<file path="src/rtl/uart_rx_fifo_if.sv">
//------------------------------------------------------------------------------
// Module      : uart_rx_fifo_if
// Description : Core-side bus of the UART receiver: show-ahead FIFO read port
//               plus sticky error flags and their clear strobe.
//               Optional feature macro: UART_RX_PARITY_EN (adds parity_err).
// Revision    : 1.0 - initial release
//------------------------------------------------------------------------------
`timescale 1ns/1ps
`default_nettype none

interface uart_rx_fifo_if #(
    parameter int DEPTH = 16
) ();
    logic                       rd_en;
    logic [7:0]                 rd_data;
    logic                       empty;
    logic                       full;
    logic [$clog2(DEPTH):0]     count;
    logic                       frame_err;
    logic                       overrun;
    logic                       clr_err;
`ifdef UART_RX_PARITY_EN
    logic                       parity_err;
`endif

    // Core side: pops entries and clears errors.
    modport master (
        output rd_en,
        output clr_err,
        input  rd_data,
        input  empty,
        input  full,
        input  count,
        input  frame_err,
`ifdef UART_RX_PARITY_EN
        input  parity_err,
`endif
        input  overrun
    );

    // Receiver side: supplies data and status.
    modport slave (
        input  rd_en,
        input  clr_err,
        output rd_data,
        output empty,
        output full,
        output count,
        output frame_err,
`ifdef UART_RX_PARITY_EN
        output parity_err,
`endif
        output overrun
    );
endinterface

`default_nettype wire

</file>
<file path="src/rtl/uart_rx_fifo.sv">
//------------------------------------------------------------------------------
// Module      : uart_rx_fifo
// Description : UART receiver (8N1, or 8E1 with UART_RX_PARITY_EN defined)
//               feeding a show-ahead FIFO with sticky frame/overrun errors.
//               Optional feature macro: UART_RX_PARITY_EN.
// Revision    : 1.0 - initial release
//------------------------------------------------------------------------------
`timescale 1ns/1ps
`default_nettype none

module uart_rx_fifo #(
    parameter int CLK_FREQ = 50_000_000,
    parameter int BAUD     = 115200,
    parameter int DEPTH    = 16
) (
    input  wire             clk,
    input  wire             areset,
    input  wire             rx_serial,
    uart_rx_fifo_if.slave   bus
);

    localparam int c_clks_per_bit = CLK_FREQ / BAUD;
    localparam int c_cnt_bits     = (c_clks_per_bit > 1) ? $clog2(c_clks_per_bit) : 1;
    localparam int c_ptr_bits     = $clog2(DEPTH);
    localparam int c_count_bits   = c_ptr_bits + 1;

    localparam logic [c_cnt_bits-1:0]   c_bit_last  = c_cnt_bits'(c_clks_per_bit - 1);
    localparam logic [c_cnt_bits-1:0]   c_half_last = c_cnt_bits'(c_clks_per_bit / 2 - 1);
    localparam logic [c_count_bits-1:0] c_depth_cnt = c_count_bits'(DEPTH);

    typedef enum logic [2:0] {
        S_IDLE   = 3'd0,
        S_START  = 3'd1,
        S_DATA   = 3'd2,
`ifdef UART_RX_PARITY_EN
        S_PARITY = 3'd3,
`endif
        S_STOP   = 3'd4
    } state_t;

    state_t                     r_state;
    state_t                     w_next;

    logic                       r_sync1;
    logic                       r_sync2;
    logic                       w_rxs;

    logic [c_cnt_bits-1:0]      r_cnt;
    logic [2:0]                 r_idx;
    logic [7:0]                 r_shift;
    logic                       r_armed;

    logic                       w_cnt_clr;
    logic                       w_shift_en;
    logic                       w_push_req;
    logic                       w_frame_set;

    logic [7:0]                 r_mem [DEPTH];
    logic [c_ptr_bits-1:0]      r_wr_ptr;
    logic [c_ptr_bits-1:0]      r_rd_ptr;
    logic [c_count_bits-1:0]    r_count;
    logic                       r_frame_err;
    logic                       r_overrun;

    logic                       w_empty;
    logic                       w_full;
    logic                       w_do_push;
    logic                       w_do_pop;
    logic                       w_overrun_set;

`ifdef UART_RX_PARITY_EN
    logic                       r_par_bad;
    logic                       r_parity_err;
    logic                       w_par_set;
`endif

    assign w_rxs = r_sync2;

    // Two-flop synchronizer; idles high so reset does not look like a start bit.
    always_ff @(posedge clk or negedge areset) begin
        if (!areset) begin
            r_sync1 <= 1'b1;
            r_sync2 <= 1'b1;
        end else begin
            r_sync1 <= rx_serial;
            r_sync2 <= r_sync1;
        end
    end

    // Receiver state register.
    always_ff @(posedge clk or negedge areset) begin
        if (!areset) begin
            r_state <= S_IDLE;
        end else begin
            r_state <= w_next;
        end
    end

    // Next-state and per-cycle strobes of the deframer.
    always_comb begin
        w_next      = r_state;
        w_cnt_clr   = 1'b0;
        w_shift_en  = 1'b0;
        w_push_req  = 1'b0;
        w_frame_set = 1'b0;
`ifdef UART_RX_PARITY_EN
        w_par_set   = 1'b0;
`endif
        case (r_state)
            S_IDLE: begin
                if (r_armed && !w_rxs) begin
                    w_next    = S_START;
                    w_cnt_clr = 1'b1;
                end
            end
            S_START: begin
                // Mid start bit: a high line here was only a glitch.
                if (r_cnt == c_half_last) begin
                    w_cnt_clr = 1'b1;
                    w_next    = w_rxs ? S_IDLE : S_DATA;
                end
            end
            S_DATA: begin
                if (r_cnt == c_bit_last) begin
                    w_cnt_clr  = 1'b1;
                    w_shift_en = 1'b1;
                    if (r_idx == 3'd7) begin
`ifdef UART_RX_PARITY_EN
                        w_next = S_PARITY;
`else
                        w_next = S_STOP;
`endif
                    end
                end
            end
`ifdef UART_RX_PARITY_EN
            S_PARITY: begin
                // Even parity: data XOR parity bit must be zero.
                if (r_cnt == c_bit_last) begin
                    w_cnt_clr = 1'b1;
                    w_par_set = (^r_shift) ^ w_rxs;
                    w_next    = S_STOP;
                end
            end
`endif
            S_STOP: begin
                if (r_cnt == c_bit_last) begin
                    w_cnt_clr = 1'b1;
                    w_next    = S_IDLE;
                    if (w_rxs) begin
`ifdef UART_RX_PARITY_EN
                        w_push_req = !r_par_bad;
`else
                        w_push_req = 1'b1;
`endif
                    end else begin
                        w_frame_set = 1'b1;
                    end
                end
            end
            default: begin
                w_next = S_IDLE;
            end
        endcase
    end

    // Bit timing counter, bit index, shift register and start-bit arming.
    always_ff @(posedge clk or negedge areset) begin
        if (!areset) begin
            r_cnt   <= '0;
            r_idx   <= 3'd0;
            r_shift <= 8'h00;
            r_armed <= 1'b0;
        end else begin
            if (w_cnt_clr) begin
                r_cnt <= '0;
            end else if (r_state != S_IDLE) begin
                r_cnt <= r_cnt + c_cnt_bits'(1);
            end

            if (r_state == S_IDLE) begin
                r_idx <= 3'd0;
            end else if (w_shift_en) begin
                r_idx <= r_idx + 3'd1;
            end

            if (w_shift_en) begin
                r_shift[r_idx] <= w_rxs;
            end

            // A stop bit low may be a break; wait for the line to return high.
            if (w_frame_set) begin
                r_armed <= 1'b0;
            end else if (r_state == S_IDLE && w_rxs) begin
                r_armed <= 1'b1;
            end
        end
    end

`ifdef UART_RX_PARITY_EN
    // Per-frame parity verdict and the sticky parity error.
    always_ff @(posedge clk or negedge areset) begin
        if (!areset) begin
            r_par_bad    <= 1'b0;
            r_parity_err <= 1'b0;
        end else begin
            if (r_state == S_IDLE) begin
                r_par_bad <= 1'b0;
            end else if (w_par_set) begin
                r_par_bad <= 1'b1;
            end
            r_parity_err <= w_par_set | (r_parity_err & ~bus.clr_err);
        end
    end

    assign bus.parity_err = r_parity_err;
`endif

    assign w_empty       = (r_count == '0);
    assign w_full        = (r_count == c_depth_cnt);
    assign w_do_pop      = bus.rd_en && !w_empty;
    // A full FIFO still accepts a byte when the core pops in the same cycle.
    assign w_do_push     = w_push_req && (!w_full || bus.rd_en);
    assign w_overrun_set = w_push_req && w_full && !bus.rd_en;

    // FIFO storage; contents are never observed past the count, so no reset.
    always_ff @(posedge clk) begin
        if (w_do_push) begin
            r_mem[r_wr_ptr] <= r_shift;
        end
    end

    // FIFO pointers, occupancy and sticky error flags.
    always_ff @(posedge clk or negedge areset) begin
        if (!areset) begin
            r_wr_ptr    <= '0;
            r_rd_ptr    <= '0;
            r_count     <= '0;
            r_frame_err <= 1'b0;
            r_overrun   <= 1'b0;
        end else begin
            if (w_do_push) begin
                r_wr_ptr <= r_wr_ptr + c_ptr_bits'(1);
            end
            if (w_do_pop) begin
                r_rd_ptr <= r_rd_ptr + c_ptr_bits'(1);
            end
            case ({w_do_push, w_do_pop})
                2'b10:   r_count <= r_count + c_count_bits'(1);
                2'b01:   r_count <= r_count - c_count_bits'(1);
                default: r_count <= r_count;
            endcase
            r_frame_err <= w_frame_set   | (r_frame_err & ~bus.clr_err);
            r_overrun   <= w_overrun_set | (r_overrun   & ~bus.clr_err);
        end
    end

    assign bus.rd_data   = w_empty ? 8'h00 : r_mem[r_rd_ptr];
    assign bus.empty     = w_empty;
    assign bus.full      = w_full;
    assign bus.count     = r_count;
    assign bus.frame_err = r_frame_err;
    assign bus.overrun   = r_overrun;

endmodule

`default_nettype wire

</file>
<file path="src/flat_wrapper.sv">
// flat-port wrapper written by rule: the top's interface ports become plain ports
module uart_rx_fifo_flat 
#(
    parameter int CLK_FREQ = 50_000_000,
    parameter int BAUD     = 115200,
    parameter int DEPTH    = 16
)
  (clk, areset, rx_serial, bus_rd_en, bus_clr_err, bus_rd_data, bus_empty, bus_full, bus_count, bus_frame_err, bus_overrun);
  uart_rx_fifo_if #(.DEPTH(DEPTH)) bus_i ();
  input  wire clk;
  input  wire areset;
  input  wire rx_serial;
  input wire logic [$bits(bus_i.rd_en)-1:0] bus_rd_en;
  input wire logic [$bits(bus_i.clr_err)-1:0] bus_clr_err;
  output wire logic [$bits(bus_i.rd_data)-1:0] bus_rd_data;
  output wire logic [$bits(bus_i.empty)-1:0] bus_empty;
  output wire logic [$bits(bus_i.full)-1:0] bus_full;
  output wire logic [$bits(bus_i.count)-1:0] bus_count;
  output wire logic [$bits(bus_i.frame_err)-1:0] bus_frame_err;
  output wire logic [$bits(bus_i.overrun)-1:0] bus_overrun;
  assign bus_i.rd_en = bus_rd_en;
  assign bus_i.clr_err = bus_clr_err;
  assign bus_rd_data = bus_i.rd_data;
  assign bus_empty = bus_i.empty;
  assign bus_full = bus_i.full;
  assign bus_count = bus_i.count;
  assign bus_frame_err = bus_i.frame_err;
  assign bus_overrun = bus_i.overrun;
  uart_rx_fifo #(.CLK_FREQ(CLK_FREQ), .BAUD(BAUD), .DEPTH(DEPTH)) u_core (.clk(clk), .areset(areset), .rx_serial(rx_serial), .bus(bus_i));
endmodule
</file>
<file path="config.mk">
export PLATFORM = sky130hd
export DESIGN_NAME = uart_rx_fifo_flat
export DESIGN_NICKNAME = d
export VERILOG_FILES = /design/src/rtl/uart_rx_fifo_if.sv /design/src/rtl/uart_rx_fifo.sv /design/src/flat_wrapper.sv
export SDC_FILE = /design/constraint.sdc
export NUM_CORES = 1
export LEC_CHECK = 0
export BUFFER_PORTS_ARGS = -buffer_cell sky130_fd_sc_hd__buf_2
export CORE_UTILIZATION = 45
export CTS_BUF_LIST = sky130_fd_sc_hd__clkbuf_4
export DETAILED_ROUTE_END_ITERATION = 8
export GPL_TIMING_DRIVEN = 0
export SLEW_MARGIN = 20
export SYNTH_ARGS = -nofsm -noshare
export SYNTH_HDL_FRONTEND = slang
export SYNTH_SLANG_ARGS = --single-unit
</file>
<file path="constraint.sdc">
create_clock -name clk -period 7.5 [get_ports clk]
set_clock_uncertainty 0.05 [all_clocks]
set_input_delay 1.5 -clock clk [delete_from_list [all_inputs] [get_ports clk]]
set_output_delay 1.5 -clock clk [all_outputs]
set_load 0.02 [all_outputs]
</file>
==> metrics <==
DR pass1 iterations 4; GR Util All Layers 19.10%; endpoints failing setup 0; # IOs 22; Register Area 4872 µm²; post-route antenna net violation count 0; most used cell along the critical path buf_2; power density cells 211.7 nW/µm²; Critical Path Start u_core.r_rd_ptr[1]; Clk Latency, worst-skew pair 0.57 ns; mux contribution to synthesized area 12.46%; GRT overflow 0; most frequent cells in the layout 128 x edfxtp_1, 39 x dfrtp_1, 32 x mux4_2; Final period util 57.39%; Hold Path Class flip-flop to flip-flop; most common cell after layout, fill and taps aside edfxtp_1; CTS tree done; Detail Placement HPWL 9.549 mm; area grow syn2layout 9.845%; Num CTS Buffers 17; post-synthesis cell count 453; simple-gate share of the synthesized area 10.05%; number of global-route vias before repair 4070; initial DRC count 298; Multi-input gate area 2349 µm²; main combinational cell family by area after synthesis multiplexers; Critical Path, Cell by Cell buf_2 > clkbuf_1 > mux4_2 > mux2i_1 > a211oi_1 > buf_2; Die Y 130.4 µm; CP max stage delay 0.57 ns; Core Region 16000 µm²; Compound-Gate Fraction of Synth Area 4.703%; #FFs+latches synth 169; post-synthesis cell area 7422 µm²; die area 17010 µm²; CTS H-Tree Depth 4; fillers 1402; hold wc startpoint u_core.r_sync1; Reg clk slew, reported paths 0.14 ns; DR DRC count 0; fin crit period 4.304 ns; Slowest cell on crit path clkbuf_1; DR vias/cell 5.534; Root Buffer clkbuf_4; I/O Buffers 21; GP Congestion 0.7850; Row Count 46; Worst setup EP type output pin; Post-Synth XOR/XNOR Area 2.006%; Fin Setup TNS 0 ns; Synth Area per Inst 16.38 µm²; static leakage 0.003256 µW; Placed Cells incl. Taps 691; post-cts gate resize count 0; vias 4001; Post-synth EDFFs 128; Final Hold Vio Count 0; Fmax 0.2323 GHz; Distinct cells, synth 64; starting density of the core 46.39%; post-synth top area cell edfxtp_1; Die X 130.4 µm; Final #Nets 513; crit path launch type flip-flop; Clock Sinks 169; first-pass GRT wire length 22.99 mm; Seq/Total Area, Yosys 65.64%; Finished Layout Cells 723; Top FF cell, synth edfxtp_1; final WL 14.73 mm; Slew headroom 37.82%; Setup Fix Bufs, Post-CTS 0; largest net degree at the start of global routing 42; Slew Limit Fails 0; Crit Path Category flip-flop to output pin; layout cells sized above 1 23.47%; WL/cell 20.37 µm; max_cap viols 0; RSZ-0062 raised after global routing no; Synthesis Warnings 0; CP arrival 2.75 ns; status finished, final reports clean; Synth top area share 51.79%; Hold Buf Count CTS 0; worst vdd ir 0.1002 mV; Adder-Cell Fraction of Synth Area 2.360%; CTS Buffer Depth 2; crit-path max FO 10; asr flop ratio synth 24.26%; Synth Net Count 472; reg2reg start u_core.r_cnt[1]; required time worst endpoint 5.95 ns; antenna cells 0; Worst Tran Pin Value 0.9326 ns; initial antenna violation count 0; Synth area leaders edfxtp_1 52%, dfrtp_1 13%, mux4_2 9.7%
-- synthesized netlist by cell type, types with 9 or more instances --
master,count
a211oi_1,15
inv_1,12
ha_1,14
nor2_1,14
edfxtp_1,128
mux2_1,9
xnor2_1,14
nor2b_1,15
nand2_1,17
and3_1,14
dfrtp_1,39
mux4_2,32
nand3_1,11
-- layout make-up --
type	count	area share [%]
Timing Repair Buffer	22	1.381
Sequential cell	169	59.76
Tap cell	216	3.315
Clock buffer	19	1.750
Multi-Input combinational cell	246	28.81
Inverter	13	0.5985
Buffer	25	1.934
Clock inverter	13	2.455
-- final timing paths --
kind | end | slack, ns | cells after the start
worst max-delay path | bus_rd_data[1] | 3.20 | 6
worst min-delay path | u_core.r_sync2 | 0.32 | 0
worst max register to register | u_core.bus.count[4] | 3.96 | 15
worst min register to register | u_core.r_sync2 | 0.32 | 0
max in group asynchronous | u_core.r_rd_ptr[2] | 5.81 | 1
min in group asynchronous | u_core.bus.count[1] | 1.00 | 1
-- routing by layer --
metal | up-vias | part of all wire [%] | GRT usage [%]
met5 | - | 0 | 0
met4 | 0 | 1.2 | 5.274
met3 | 14 | 5.4 | 4.764
met2 | 99 | 48 | 30.16
met1 | 2029 | 46 | 26.56
li1 | 1859 | - | -
-- through the flow --
stage | hold WS (ns) | worst slack [ns] | utilization [%] | total power (µW) | area, µm²
2_1_floorplan | 0.2952 | 3.931 | - | 1113 | 7422
3_3_place_gp | 0.2982 | 3.479 | 48.73 | 1136 | 7797
3_5_place_dp | 0.2998 | 3.430 | 48.81 | 1137 | 7810
4_1_cts | 0.3195 | 3.056 | 50.95 | 1743 | 8153
5_1_grt | 0.3254 | 2.974 | 50.95 | 1798 | 8153
6_report | 0.3169 | 3.196 | 50.95 | 1726 | 8153
-- registers in the layout, indices dropped and copies added (netlist names) --
register	count
u_core.r_mem	128
u_core.r_cnt	9
u_core.r_shift	8
u_core.bus.count	5
u_core.r_rd_ptr	4
u_core.r_wr_ptr	4
u_core.r_idx	3
u_core.r_state	3
u_core.bus.frame_err	1
u_core.bus.overrun	1
u_core.r_armed	1
u_core.r_sync1	1
u_core.r_sync2	1
-- power breakdown --
part           switching [µW]  internal [µW]  leakage (µW)
logic                    33.7           36.4       0.00105
clock network             307            303      0.000178
registers                32.1           1010       0.00203
total                     373           1350       0.00326
-- logic make-up after synthesis --
| group | Yosys count |
|---|---|
| and+or+nand+nor | 116 |
| xor gates and xnor gates | 17 |
| muxes | 51 |
| AOI/OAI and AO/OA | 48 |
| buffers and inverters | 38 |
| adders and majority gates | 14 |
| DFF | 169 |
-- worst max-delay path: cells and delay by family (launching register included) --
family          cells  cell delay (ns)
mux                 2             0.45
flops               1             0.36
compound gates      1             0.37
buf+inv             3             1.00
Power figures use the tool's default switching activity.
